File: src/rtl/pipelined_adder_if.sv
// pipelined_adder_if: operand/result streams with valid/ready handshakes on both sides
interface pipelined_adder_if #(
  parameter int WIDTH = 32
);
  logic in_valid;
  logic in_ready;
  logic [WIDTH-1:0] a;
  logic [WIDTH-1:0] b;
  logic cin;
  logic sub;
  logic out_valid;
  logic out_ready;
  logic [WIDTH-1:0] sum;
  logic cout;
  logic ovf;
  modport master (
    output in_valid, a, b, cin, sub, out_ready,
    input in_ready, out_valid, sum, cout, ovf
  );
  modport slave (
    input in_valid, a, b, cin, sub, out_ready,
    output in_ready, out_valid, sum, cout, ovf
  );
endinterface

File: src/rtl/pipelined_adder.sv
// pipelined_adder: WIDTH-bit add/subtract whose carry chain is split over STAGES registered chunks
module pipelined_adder #(
  parameter int WIDTH = 32,
  parameter int STAGES = 4
) (
  input logic clk,
  input logic reset,
  pipelined_adder_if.slave bus
);
  localparam int CHUNK = WIDTH / STAGES;
  logic adv;
  logic [WIDTH-1:0] b_eff;
  logic [STAGES-1:0] v;
  logic [STAGES-1:0] c;
  logic [WIDTH-1:0] ar [STAGES];
  logic [WIDTH-1:0] br [STAGES];
  logic [WIDTH-1:0] sr [STAGES];
  logic [CHUNK:0] r [STAGES];
  assign adv = bus.out_ready || !v[STAGES-1];
  assign bus.in_ready = adv && !reset;
  // subtraction is a + ~b + ~cin, so both b and the carry-in are inverted up front
  assign b_eff = bus.sub ? ~bus.b : bus.b;
  always_comb begin
    r[0] = {1'b0, bus.a[CHUNK-1:0]} + {1'b0, b_eff[CHUNK-1:0]} + (CHUNK+1)'(bus.cin ^ bus.sub);
    for (int k = 1; k < STAGES; k++)
      r[k] = {1'b0, ar[k-1][k*CHUNK +: CHUNK]} + {1'b0, br[k-1][k*CHUNK +: CHUNK]} + (CHUNK+1)'(c[k-1]);
  end
  always_ff @(posedge clk or posedge reset)
    if (reset) begin
      v <= '0;
      c <= '0;
      for (int k = 0; k < STAGES; k++) begin
        ar[k] <= '0;
        br[k] <= '0;
        sr[k] <= '0;
      end
    end else if (adv) begin
      v[0] <= bus.in_valid;
      c[0] <= r[0][CHUNK];
      ar[0] <= bus.a;
      br[0] <= b_eff;
      sr[0] <= WIDTH'(r[0][CHUNK-1:0]);
      for (int k = 1; k < STAGES; k++) begin
        v[k] <= v[k-1];
        c[k] <= r[k][CHUNK];
        ar[k] <= ar[k-1];
        br[k] <= br[k-1];
        sr[k] <= sr[k-1];
        sr[k][k*CHUNK +: CHUNK] <= r[k][CHUNK-1:0];
      end
    end
  assign bus.out_valid = v[STAGES-1];
  assign bus.sum = sr[STAGES-1];
  assign bus.cout = c[STAGES-1];
  assign bus.ovf = (ar[STAGES-1][WIDTH-1] == br[STAGES-1][WIDTH-1]) &&
                   (sr[STAGES-1][WIDTH-1] != ar[STAGES-1][WIDTH-1]);
endmodule

File: src/flat_wrapper.sv
// flat-port wrapper written by rule: the top's interface ports become plain ports
module pipelined_adder_flat 
#(
  parameter int WIDTH = 32,
  parameter int STAGES = 4
)
  (clk, reset, bus_in_valid, bus_a, bus_b, bus_cin, bus_sub, bus_out_ready, bus_in_ready, bus_out_valid, bus_sum, bus_cout, bus_ovf);
  pipelined_adder_if #(.WIDTH(WIDTH)) bus_i ();
  input logic clk;
  input logic reset;
  input wire logic [$bits(bus_i.in_valid)-1:0] bus_in_valid;
  input wire logic [$bits(bus_i.a)-1:0] bus_a;
  input wire logic [$bits(bus_i.b)-1:0] bus_b;
  input wire logic [$bits(bus_i.cin)-1:0] bus_cin;
  input wire logic [$bits(bus_i.sub)-1:0] bus_sub;
  input wire logic [$bits(bus_i.out_ready)-1:0] bus_out_ready;
  output wire logic [$bits(bus_i.in_ready)-1:0] bus_in_ready;
  output wire logic [$bits(bus_i.out_valid)-1:0] bus_out_valid;
  output wire logic [$bits(bus_i.sum)-1:0] bus_sum;
  output wire logic [$bits(bus_i.cout)-1:0] bus_cout;
  output wire logic [$bits(bus_i.ovf)-1:0] bus_ovf;
  assign bus_i.in_valid = bus_in_valid;
  assign bus_i.a = bus_a;
  assign bus_i.b = bus_b;
  assign bus_i.cin = bus_cin;
  assign bus_i.sub = bus_sub;
  assign bus_i.out_ready = bus_out_ready;
  assign bus_in_ready = bus_i.in_ready;
  assign bus_out_valid = bus_i.out_valid;
  assign bus_sum = bus_i.sum;
  assign bus_cout = bus_i.cout;
  assign bus_ovf = bus_i.ovf;
  pipelined_adder #(.WIDTH(WIDTH), .STAGES(STAGES)) u_core (.clk(clk), .reset(reset), .bus(bus_i));
endmodule
File: config.mk
export PLATFORM = sky130hd
export DESIGN_NAME = pipelined_adder_flat
export DESIGN_NICKNAME = d
export VERILOG_FILES = /design/src/rtl/pipelined_adder_if.sv /design/src/rtl/pipelined_adder.sv /design/src/flat_wrapper.sv
export SDC_FILE = /design/constraint.sdc
export NUM_CORES = 1
export LEC_CHECK = 0
export CAP_MARGIN = 10
export CORE_ASPECT_RATIO = 0.8
export CORE_MARGIN = 2
export CORE_UTILIZATION = 35
export CTS_CLUSTER_DIAMETER = 200
export DETAILED_ROUTE_END_ITERATION = 7
export GPL_TIMING_DRIVEN = 1
export PLACE_DENSITY = 0.61
export SETUP_SLACK_MARGIN = 0.15
export SYNTH_ARGS = -nofsm -noshare
export SYNTH_HDL_FRONTEND = slang
export SYNTH_SLANG_ARGS = --single-unit
File: constraint.sdc
create_clock -name clk -period 5.8 [get_ports clk]
set_input_delay 1.16 -clock clk [delete_from_list [all_inputs] [get_ports clk]]
set_output_delay 1.16 -clock clk [all_outputs]
set_load 0.01 [all_outputs]
==> metrics, run 1 <==
outcome=completed; Reg clk slew, reported paths=0.08 ns; Required @ worst endpoint=4.64 ns; fin. max-slew vios=0; Yosys cell types=39; Synth async-reset ratio=100.0%; average routed wire per standard cell=13.19 microns; setup bufs post-CTS=0; Via density=4.558; dpl ws=2.229 ns; CP Max Fanout=2; most frequent cells in the layout=nand2_1, dfrtp_1, clkdlybuf4s50_1; Synth area leaders=dfrtp_1, nand2_1, ha_1; Post-CTS Resized=0; CTS buffer count=17; drt pass-1 iters=5; Final Hold Viols=0; initial DRC count=353; reg-to-reg setup timing slack=3.35 ns; share of cells above drive strength 1=4.701%; leakage=4.931 nW; Worst Path Arrival=2.39 ns; Min-Delay Path Class=reg -> reg; largest net degree at the start of global routing=220; Clock Sinks=186; synth warn=0; # setup viols final=0; Root Driver=clkbuf_16; DRC violations left=0; fin crit share=61.22%; DIE AREA=25990 sq um; startpoint types=input port; initial antenna violation count=1; Die Span Y=144.6 microns; Seq cells post-synth=186; vias in the first global route=5941; CTS tree=yes; Nets=1114; RD Place Congestion=0.7746; VDD IR max=0.2693 mV; worst hold path cell count=1; global-route usage over all layers=14.20%; via count=6108; Post-Route WL=17680 microns; Post-synth EDFFs=0; Die X=179.7 microns; core area=24310 sq um; Seq/Total Area, Yosys=53.83%; post-DP HPWL=11310 microns; top_reg_cell synth=dfrtp_1; Worst R2R Path Depth=7; io pins=106; met3 Use GR=3.677%; IO buf count=105; CTS max path bufs=2; CP Class=in -> out; RSZ-0062 raised after global routing=no; num rows=51; Top Usage Layer GRT=met2; final worst slack=2.249 ns; setup_tns=0 ns; Netlist Area Pre-Place=8647 sq um; crit path capture type=primary output; syn avg cell area=9.045 sq um; Syn Inst Count=956; final core occ=42.44%; # H-tree levels=4; met1 Use GR=20.34%; Filler cells=2445; met2 GRT Util=21.38%; Worst slew margin=33.08%; largest area contributor in the netlist=dfrtp_1; remaining global-route overflow=0; Clk Latency, worst-skew pair=0.44 ns; Fin Clk Skew=0.01125 ns; worst-margin pin slew=1.004 ns; pwr/cell area=529.2 nW/um^2; Initial Util=35.57%; Final ANT Viol Nets=0; Mapped Nets=1062; MaxCap Viol Count=0; Max Freq=281.6 MHz; commonest non-fill, non-tap cell in the layout=nand2_1; hold buffers post-CTS=0; area growth from synthesis to layout=19.33%; Final Critical Period=3.551 ns; Synth top area share=53.83%; Hold WS=0.4620 ns; global-route wire length before repair=29910 microns
registers in the layout, summed over array words and instances, names as in the netlist:
register,count
u_core.sr,48
u_core.bus.sum,32
u_core.br,49
u_core.c,4
u_core.v,4
u_core.ar,49
cell usage after synthesis (8+ instances only):
cell,count
fa_1,8
dfrtp_1,186
a211oi_1,8
clkbuf_1,15
xor2_1,18
ha_1,28
a21oi_1,21
nand2_1,441
buf_2,27
buf_4,32
inv_1,12
o21ai_0,54
nor2_1,20
xnor2_1,30
power by group:
| group | internal, mW | switching (mW) |
|---|---|---|
| registers | 1.88 | 0.345 |
| logic | 0.929 | 1.13 |
| clock network | 0.624 | 0.554 |
critical path, stage by stage:
cell and delay [ns]:
clkdlybuf4s50_1 0.54, nor2b_4 0.07, nor2_1 0.08, clkdlybuf4s50_1 0.54
logic make-up after synthesis:
logic type	count (synthesis)	synth area share, %
xor gates and xnor gates	48	4.862
AOI/OAI and AO/OA	116	8.248
buffers and inverters	89	5.643
DFF	186	53.83
adders and majority gates	36	5.904
and+or+nand+nor	481	21.52
metal layers:
metal / vias up / share of wire (%)
li1: 3116 / -
met1: 2892 / 52
met2: 90 / 43
met3: 10 / 4.1
met4: 0 / 0.85
met5: - / 0
per-stage QoR:
stage                     power (mW)  instance area [sq um]  instances
after floorplan                3.759                   8651        956
after global placement         4.279                   9727       1307
after detailed placement       4.334                   9727       1307
after CTS                      5.537                  10320       1339
after global routing           5.941                  10320       1339
final                          5.460                  10320       1340
final cells by class:
class / count / area, sq um / area share, %
multi-input cells: 681 / 3517 / 34.09
clock inverters: 14 / 150.1 / 1.455
flip-flops and latches: 186 / 4654 / 45.11
well taps: 318 / 397.9 / 3.856
repair buffers: 110 / 1109 / 10.74
diodes: 1 / 2.502 / 0.02425
inverters: 12 / 48.80 / 0.4729
clock buffers: 18 / 439.2 / 4.256
worst paths after layout:
path,start,to
setup / recovery,bus_out_ready,bus_in_ready
hold / removal,u_core.v[2],u_core.v[3]
setup reg to reg,u_core.br[56],u_core.c[3]
hold reg to reg,u_core.v[2],u_core.v[3]
max in group asynchronous,reset,u_core.bus.sum[15]
min in group asynchronous,reset,u_core.br[105]
(Power assumes the default switching activity.)
==> run 2, diff against run 1 <==
Clock period 5.8 ns to 2.9 ns, I/O delays scaled along.
==> run 2 against run 1 <==
Hold slack better by 0.00059 ns. Sequential share of layout area is 0.65 points lower. Critical path depth is 4 higher. Via count is 0.31% higher. Clock skew hardly changed. Final cell count is 0.60% higher. Clock power is 110% higher. Sequential power is 100% higher. Die area stayed put. Global-route usage is 0.47 points higher. Register-to-register slack worse by 2.8 ns.
==> metrics, run 2 (same netlist as run 1, synthesis figures left out) <==
Die X=179.7 microns (unchanged); fin. max-slew vios=0 (unchanged); setup bufs post-CTS=0 (unchanged); worst-margin pin slew=0.6254 ns (-0.3784 ns); remaining global-route overflow=0 (unchanged); # setup viols final=0 (unchanged); Post-CTS Resized=0 (unchanged); Initial Util=35.57% (unchanged); vias in the first global route=6090 (+2.5%); share of cells above drive strength 1=5.437% (+0.74 points); outcome=completed; DIE AREA=25990 sq um (unchanged); MaxCap Viol Count=0 (unchanged); FF-to-FF Start=u_core.br[56]; CP Class=in -> reg; Worst slew margin=58.22% (+25 points); core area=24310 sq um (unchanged); Clock Power Share=22.2% (+0.6 points); Worst R2R Path Depth=7 (unchanged); largest net degree at the start of global routing=129 (-41%); Die Span Y=144.6 microns (unchanged); Filler cells=2416 (-1.2%); RSZ-0062 raised after global routing=no; Switch Pwr=4.001 mW (+97%); setup_tns=0 ns (unchanged); Clk Latency, worst-skew pair=0.43 ns (about the same); drt pass-1 iters=4 (-1); most frequent cells in the layout=nand2_1, dfrtp_1, clkdlybuf4s50_1; Final Cell Area=10470 sq um (+1.5%); Clock Sinks=186 (unchanged); # H-tree levels=4 (unchanged); VDD IR max=0.4020 mV (+49%); CP Max Fanout=3 (+1); fin crit share=87.60%; io pins=106 (unchanged); RD Place Congestion=0.7999 (+3.3%); hold buffers post-CTS=0 (unchanged); DRC violations left=0 (unchanged); Final Hold Viols=0 (unchanged); Final Critical Period=2.540 ns; ANT cells=0 (-1); Reg power frac=40.3% (-0.4 points); initial DRC count=328 (-7.1%); sw frac=36.25% (-0.92 points); Placed Area=9857 sq um (+1.3%); Comb pwr share=37.6% (about the same); IO buf count=105 (unchanged); commonest non-fill, non-tap cell in the layout=nand2_1; Reg2Reg Capture Point=u_core.c[3]; Hold WS=0.4625 ns (+0.0005860 ns); global-route usage over all layers=14.67% (+0.47 points); CTS tree=yes; initial antenna violation count=0 (-1); pwr/cell area=1054 nW/um^2 (+99%); Worst Path Arrival=2.84 ns (+0.45 ns); average routed wire per standard cell=13.19 microns (about the same); CTS max path bufs=2 (unchanged); num rows=51 (unchanged); reg-to-reg setup timing slack=0.52 ns (-2.83 ns); Fin Clk Skew=0.01173 ns (+0.0004830 ns); Post-Route WL=17780 microns (+0.56%); Worst Setup EP=u_core.sr[102]; cell internal pwr=7.035 mW (+110%); Reg clk slew, reported paths=0.08 ns (about the same); Min-Delay Path Class=reg -> reg; Root Driver=clkbuf_16; global-route wire length before repair=30620 microns (+2.4%); top flop regs=u_core.ar (49), u_core.br (49), u_core.sr (48); Via density=4.545 (-0.28%); Max Freq=393.6 MHz; CTS buffer count=17 (unchanged); via count=6127 (+0.31%); post-DP HPWL=12090 microns (+6.9%); area growth from synthesis to layout=21.08%; Final ANT Viol Nets=0 (unchanged); Nets=1123 (+0.81%); Required @ worst endpoint=3.20 ns (-1.44 ns); leakage=4.996 nW (+1.3%); Worst Setup SP=bus_cin; crit path capture type=register; startpoint types=input port
[run 2: power by group through the flow]
stage	Clock, mW	Combinational [mW]	Sequential [mW]
floorplan	0	3.24	4.28
global route	2.63	4.82	4.61
global placement	0	4.12	4.49
detailed placement	0	4.21	4.51
CTS	2.52	4.24	4.47
finish	2.45	4.14	4.45
[run 2: stage by stage]
step	setup slack [ns]	std cells	util [%]	total power, mW
2_1_floorplan	-0.07251	956	-	7.518
3_3_place_gp	0.02258	1316	40.54	8.607
3_5_place_dp	-0.09148	1316	40.54	8.725
4_1_cts	0.3663	1348	43.07	11.23
5_1_grt	0.2431	1348	43.07	12.06
6_report	0.3595	1348	43.07	11.04
[run 2: worst min-delay path by stage]
stage	slack [ns]	start	depth (start not counted)	end
finish	0.46	u_core.sr[44]	2	u_core.bus.sum[12]
global route	0.49	u_core.ar[117]	2	u_core.ar[117]
CTS	0.47	u_core.sr[41]	2	u_core.bus.sum[9]
detailed placement	0.46	u_core.bus.sum[0]	2	u_core.bus.sum[0]
global placement	0.44	u_core.v[2]	2	u_core.v[2]
floorplan	0.43	u_core.v[2]	2	u_core.v[2]
[run 2: critical path, cell delays in order]
cell and delay, ns:
clkdlybuf4s50_1 0.42, xor2_1 0.17, fa_1 0.46, fa_1 0.41, a21oi_1 0.26, o211ai_1 0.16
a211oi_1 0.29, o31ai_1 0.10
[run 2: layout make-up]
class / count / area, sq um / area share (%)
Timing Repair Buffer: 119 / 1239 / 11.83
Clock buffer: 18 / 429.2 / 4.099
Clock inverter: 14 / 183.9 / 1.757
Sequential cell: 186 / 4654 / 44.46
Multi-Input combinational cell: 681 / 3517 / 33.59
Inverter: 12 / 48.80 / 0.4661
Tap cell: 318 / 397.9 / 3.800
[run 2: layer usage]
layer / vias to the layer above / global-route usage (%) / wire, microns / share of wire [%]
met1: 2892 / 21.04 / 9199 / 52
met2: 90 / 22.44 / 7745 / 44
met4: 0 / 3.594 / 150 / 0.84
met5: - / 0 / 0 / 0
met3: 14 / 3.475 / 680 / 3.8
li1: 3131 / - / - / -
